**config.mk**
```make
export PLATFORM = sky130hd
export DESIGN_NAME = ser_deserializer
export DESIGN_NICKNAME = d
export VERILOG_FILES = /design/src/rtl/ser_deser_pkg.sv /design/src/rtl/ser_bit_counter.sv /design/src/rtl/ser_deserializer.sv
export SDC_FILE = /design/constraint.sdc
export NUM_CORES = 1
export LEC_CHECK = 0
export ABC_AREA = 1
export BUFFER_PORTS_ARGS = -buffer_cell sky130_fd_sc_hd__buf_2
export CAP_MARGIN = 10
export CORE_MARGIN = 4
export CORE_UTILIZATION = 55
export CTS_BUF_LIST = sky130_fd_sc_hd__clkbuf_2
export CTS_CLUSTER_DIAMETER = 80
export CTS_CLUSTER_SIZE = 10
export DETAILED_ROUTE_END_ITERATION = 10
export GPL_TIMING_DRIVEN = 0
export PLACE_DENSITY = 0.79
export SLEW_MARGIN = 20
export SYNTH_ARGS = -nofsm -noshare
export SYNTH_HDL_FRONTEND = slang
export SYNTH_SLANG_ARGS = --single-unit
```
**constraint.sdc**
```tcl
create_clock -name clk -period 1.36 [get_ports clk]
set_input_delay 0.408 -clock clk [delete_from_list [all_inputs] [get_ports clk]]
set_output_delay 0.408 -clock clk [all_outputs]
set_load 0.03 [all_outputs]
```
**src/rtl/ser_deser_pkg.sv**
```systemverilog
// ser_deser_pkg: shared FSM state encoding, default word width and counter sizing.
//   SER_DEFAULT_WIDTH : default data word width
//   state_t           : IDLE / SHIFT / PARITY (PARITY used only with SER_PARITY_EN)
//   cnt_width()       : bit-counter width able to hold 0..w
package ser_deser_pkg;
  localparam int SER_DEFAULT_WIDTH = 8;
  typedef logic [1:0] state_t;
  localparam state_t IDLE   = 2'd0;
  localparam state_t SHIFT  = 2'd1;
  localparam state_t PARITY = 2'd2;
  function automatic int cnt_width(input int w);
    return $clog2(w + 1);
  endfunction
endpackage

```
**src/rtl/ser_bit_counter.sv**
```systemverilog
// ser_bit_counter: counts sampled bits of the current frame.
//   clk, reset : clock, synchronous active-high reset
//   clear      : restart the count; the count becomes inc (so clear+inc loads 1)
//   inc        : one more bit sampled
//   tc         : terminal count, the next data bit is the last of the word
module ser_bit_counter
  import ser_deser_pkg::*;
#(
  parameter int WIDTH = SER_DEFAULT_WIDTH
) (
  input  logic clk,
  input  logic reset,
  input  logic clear,
  input  logic inc,
  output logic tc
);
  localparam int CW = cnt_width(WIDTH);
  logic [CW-1:0] count;
  always_ff @(posedge clk)
    if (reset) count <= '0;
    else if (clear) count <= CW'(inc);
    else if (inc) count <= count + 1'b1;
  assign tc = count == CW'(WIDTH - 1);
endmodule

```
**src/rtl/ser_deserializer.sv**
```systemverilog
// ser_deserializer: assembles serial bits into WIDTH-bit words with a one-word output register.
//   clk, reset  : clock, synchronous active-high reset
//   ser_in      : serial data bit, sampled when ser_valid is high
//   frame_start : with ser_valid, current bit is bit 0 of a new frame (aborts any frame in progress)
//   msb_first   : bit order, latched at frame start
//   out_ready   : consumer accepts data_out
//   data_out    : assembled word; data_valid flags an unconsumed word
//   parity_err  : parity mismatch for data_out (0 unless SER_PARITY_EN is defined)
//   overrun     : one-cycle pulse when a completed word is dropped
//   busy        : a frame is in progress
// Optional macro SER_PARITY_EN adds a parity bit after the data bits.
module ser_deserializer
  import ser_deser_pkg::*;
#(
  parameter int WIDTH      = SER_DEFAULT_WIDTH,
  parameter bit PARITY_ODD = 1'b0
) (
  input  logic             clk,
  input  logic             reset,
  input  logic             ser_in,
  input  logic             ser_valid,
  input  logic             frame_start,
  input  logic             msb_first,
  input  logic             out_ready,
  output logic [WIDTH-1:0] data_out,
  output logic             data_valid,
  output logic             parity_err,
  output logic             overrun,
  output logic             busy
);
`ifdef SER_PARITY_EN
  localparam state_t AFTER_LAST = PARITY;
`else
  localparam state_t AFTER_LAST = IDLE;
`endif
  state_t state;
  logic [WIDTH-1:0] shreg, shifted, first;
  logic msb_q, pend, start, take, tc, done, inc, load;
  assign start = ser_valid & frame_start;
  assign take = ser_valid & ~frame_start;
  assign first = msb_first ? {{(WIDTH-1){1'b0}}, ser_in} : {ser_in, {(WIDTH-1){1'b0}}};
  assign shifted = msb_q ? {shreg[WIDTH-2:0], ser_in} : {ser_in, shreg[WIDTH-1:1]};
`ifdef SER_PARITY_EN
  assign done = take & (state == PARITY);
`else
  assign done = take & (state == SHIFT) & tc;
`endif
  assign inc = start | (take & (state == SHIFT) & ~done);
  // A finished word lands in data_out one edge after completion unless the held word is still unconsumed.
  assign load = pend & ~(data_valid & ~out_ready);
  assign busy = state != IDLE;
  ser_bit_counter #(.WIDTH(WIDTH)) u_cnt (
    .clk  (clk),
    .reset(reset),
    .clear(start | done),
    .inc  (inc),
    .tc   (tc)
  );
  always_ff @(posedge clk)
    if (reset) begin
      state      <= IDLE;
      shreg      <= '0;
      msb_q      <= 1'b0;
      pend       <= 1'b0;
      data_out   <= '0;
      data_valid <= 1'b0;
      overrun    <= 1'b0;
    end else begin
      pend    <= done;
      overrun <= pend & data_valid & ~out_ready;
      if (start) begin
        state <= SHIFT;
        shreg <= first;
        msb_q <= msb_first;
      end else if (take && state == SHIFT) begin
        shreg <= shifted;
        if (tc) state <= AFTER_LAST;
      end else if (take && state == PARITY) state <= IDLE;
      if (load) begin
        data_out   <= shreg;
        data_valid <= 1'b1;
      end else if (out_ready) data_valid <= 1'b0;
    end
`ifdef SER_PARITY_EN
  logic p_bit, perr_q;
  always_ff @(posedge clk)
    if (reset) begin
      p_bit  <= 1'b0;
      perr_q <= 1'b0;
    end else begin
      if (take && state == PARITY) p_bit <= ser_in;
      if (load) perr_q <= ^shreg ^ p_bit ^ PARITY_ODD;
    end
  assign parity_err = perr_q;
`else
  logic unused_par;
  assign unused_par = PARITY_ODD;
  assign parity_err = 1'b0;
`endif
endmodule

```
==> metrics <==
RSZ-0062 raised after global routing=false; Psw=0.316 mW; slowest stage delay, CP=0.38 ns; family with the most delay on the worst path=flip-flops; 1st-pass router iterations=4; worst-path cell chain=clkbuf_4; count of cell types in the netlist=20; max-slew violations=0; Routed Antenna Nets=0; Hold EP=shreg[7]$_SDFFE_PP0P_; WHS=0.295 ns; leading area contributor after synthesis=dfxtp_1; Gate Count Post-Synth=147; setup tns final=0 ns; CP startpoint kind=flip-flop; maximum clock rate=0.763 GHz; WL final=2040 um; Reg2Reg Depth=7; Initial Util=59.4%; post-route non-filler standard cell count=194; IO Pins=19; gr usage total=16.3%; CTS Root Cell=clkbuf_2; routed len/inst=10.5 um; Hold Vio Cnt, Final=0; die span in x=51.9 um; Comb power frac=10.1%; DIE AREA=2690 um^2; Setup CP Type=reg -> out; Arrival @ worst endpoint=0.90 ns; # DRC=0; layout cell share with drive strength beyond 1=22.5%; clock share of power=24.9%; Async S/R FF share, synth=0%; switching share of total power=26.8%; Worst-path clk slew=0.24 ns; CTS tree=done; vias in the first global route=844; Reg power frac=65.0%; Final WS setup=0.0487 ns; PwrDens=947 nW/um^2; crit share post-route=96.4%; skew final=0.0124 ns; CP max FO=2; Core ar.=1780 um^2; Mean Syn Cell Area=7.21 um^2; global placer's final weighted congestion=0.829; Die Span Y=51.9 um; total CTS buffers=3; Net count, final=178; Min-Delay Path Class=in -> reg; via total after detailed routing=983; worst hold start=ser_in; Worst VDD drop=0.624 mV; status=finished, final reports clean; Area Growth Syn to Fin=17.4%; Synth area leaders=dfxtp_1, nand2_1, o21ai_0; Placed Area=1180 um^2; MaxCap Viol Count=0; Leak=0.554 nW; crit end category=output port; CP Data Required Time=0.95 ns; H-tree levels=1; Final Instance Area=1240 um^2; fin crit period=1.31 ns; worst skew pair latency=0.35 ns; first-pass GRT wire length=3330 um; top cells by count, synth=nand2_1, dfxtp_1, o21ai_0; final setup violation count=0; top cell type's share of synthesized area=47.2%; reg2reg setup slack=0.14 ns; PortBufs=17; initial antenna violation count=0; clock sink count=25; Synth Register Bits=25; Post-synth EDFFs=0; pre-CTS setup slack=-0.0270 ns; FF-to-FF End=u_cnt.count[2]$_SDFFE_PP0P_; CP max stage cell=dfxtp_2; internal power=0.862 mW; ant diodes=0; hpwl dp=1540 um; Syn Nets=155; pin count of the biggest net entering global routing=16; top_reg_cell synth=dfxtp_1; row cnt=15; Cells after DPL=189; most common cell in the synthesized netlist=nand2_1; routed vias/inst=5.07; sequential share of the synthesized area=47.2%; Synthesis Warnings=0; gr ovfl total=0; CP Buf/Inv Count=1; hold path depth=3; initial drt markers=46; cell area after synthesis=1060 um^2; RR Startpoint=state[0]$_SDFFE_PP0P_; CTS Buffer Depth=2
state kept, by name, summed over array words and instances (netlist names):
signal,flops
data_out,8
shreg,8
u_cnt.count,4
data_valid,1
msb_q,1
overrun,1
pend,1
state,1
power by group through the flow:
stage / registers [mW] / clock network (mW) / logic (mW)
2_1_floorplan: 0.782 / 0 / 0.0737
3_3_place_gp: 0.778 / 0 / 0.110
3_5_place_dp: 0.779 / 0 / 0.113
4_1_cts: 0.765 / 0.297 / 0.114
5_1_grt: 0.768 / 0.328 / 0.134
6_report: 0.766 / 0.293 / 0.119
worst max path at each step:
stage / from / to / cells past startpoint
floorplan: data_valid$_SDFFE_PP0P_ / data_out[2]$_SDFFE_PP0P_ / 6
global placement: out_ready / data_out[2]$_SDFFE_PP0P_ / 8
detailed placement: out_ready / data_out[6]$_SDFFE_PP0P_ / 8
CTS: state[0]$_SDFFE_PP0P_ / busy / 1
global route: data_out[4]$_SDFFE_PP0P_ / data_out[4] / 1
finish: data_out[0]$_SDFFE_PP0P_ / data_out[0] / 1
routing by layer:
layer | GRT usage, % | up-vias | routed length, um
met1 | 20.0 | 444 | 993
met2 | 27.8 | 22 | 922
li1 | - | 513 | -
met5 | 0 | - | 0
met3 | 2.58 | 4 | 98
met4 | 6.99 | 0 | 23
layout by cell type (no fill, tap or decap):
cell type	count
o21a_1	1
nor3_1	1
a21oi_1	15
nand2_1	35
nand4_1	1
inv_1	16
buf_2	7
nand2_2	4
o21ai_1	1
clkinvlp_4	1
nor2_4	1
clkbuf_4	7
conb_1	1
ha_1	1
nand3_1	6
buf_4	7
o21ai_0	19
dfxtp_2	8
a31oi_1	1
clkbuf_2	3
nor2_1	13
xor2_1	1
clkbuf_1	2
dfxtp_1	17
cell families after synthesis:
family          Yosys count  synth area share [%]
simple gates             61                  24.3
compound gates           37                  17.8
flops                    25                  47.2
buf+inv                  21                  8.26
xor+xnor                  1                 0.827
fa+ha+maj                 1                  1.18
other cells               1                 0.354
cell type report:
cell class / instances / area, um^2
fillers: 154 / 539
multi-input cells: 101 / 472
inverters: 16 / 60.1
clock buffers: 3 / 15.0
plain buffers: 5 / 27.5
repair buffers: 18 / 120
clock inverters: 1 / 7.51
flip-flops and latches: 25 / 510
well taps: 25 / 31.3
through the flow:
step | power [mW] | util (%)
2_1_floorplan | 0.856 | -
3_3_place_gp | 0.888 | 66.0
3_5_place_dp | 0.892 | 66.0
4_1_cts | 1.18 | 67.4
5_1_grt | 1.23 | 69.8
6_report | 1.18 | 69.8
repair_timing:
item	CTS	global route
hold buffers	0	0
gates resized for setup	2	20
endpoints found under the setup margin	2	13
buffers inserted	0	1
Power figures use the tool's default switching activity.
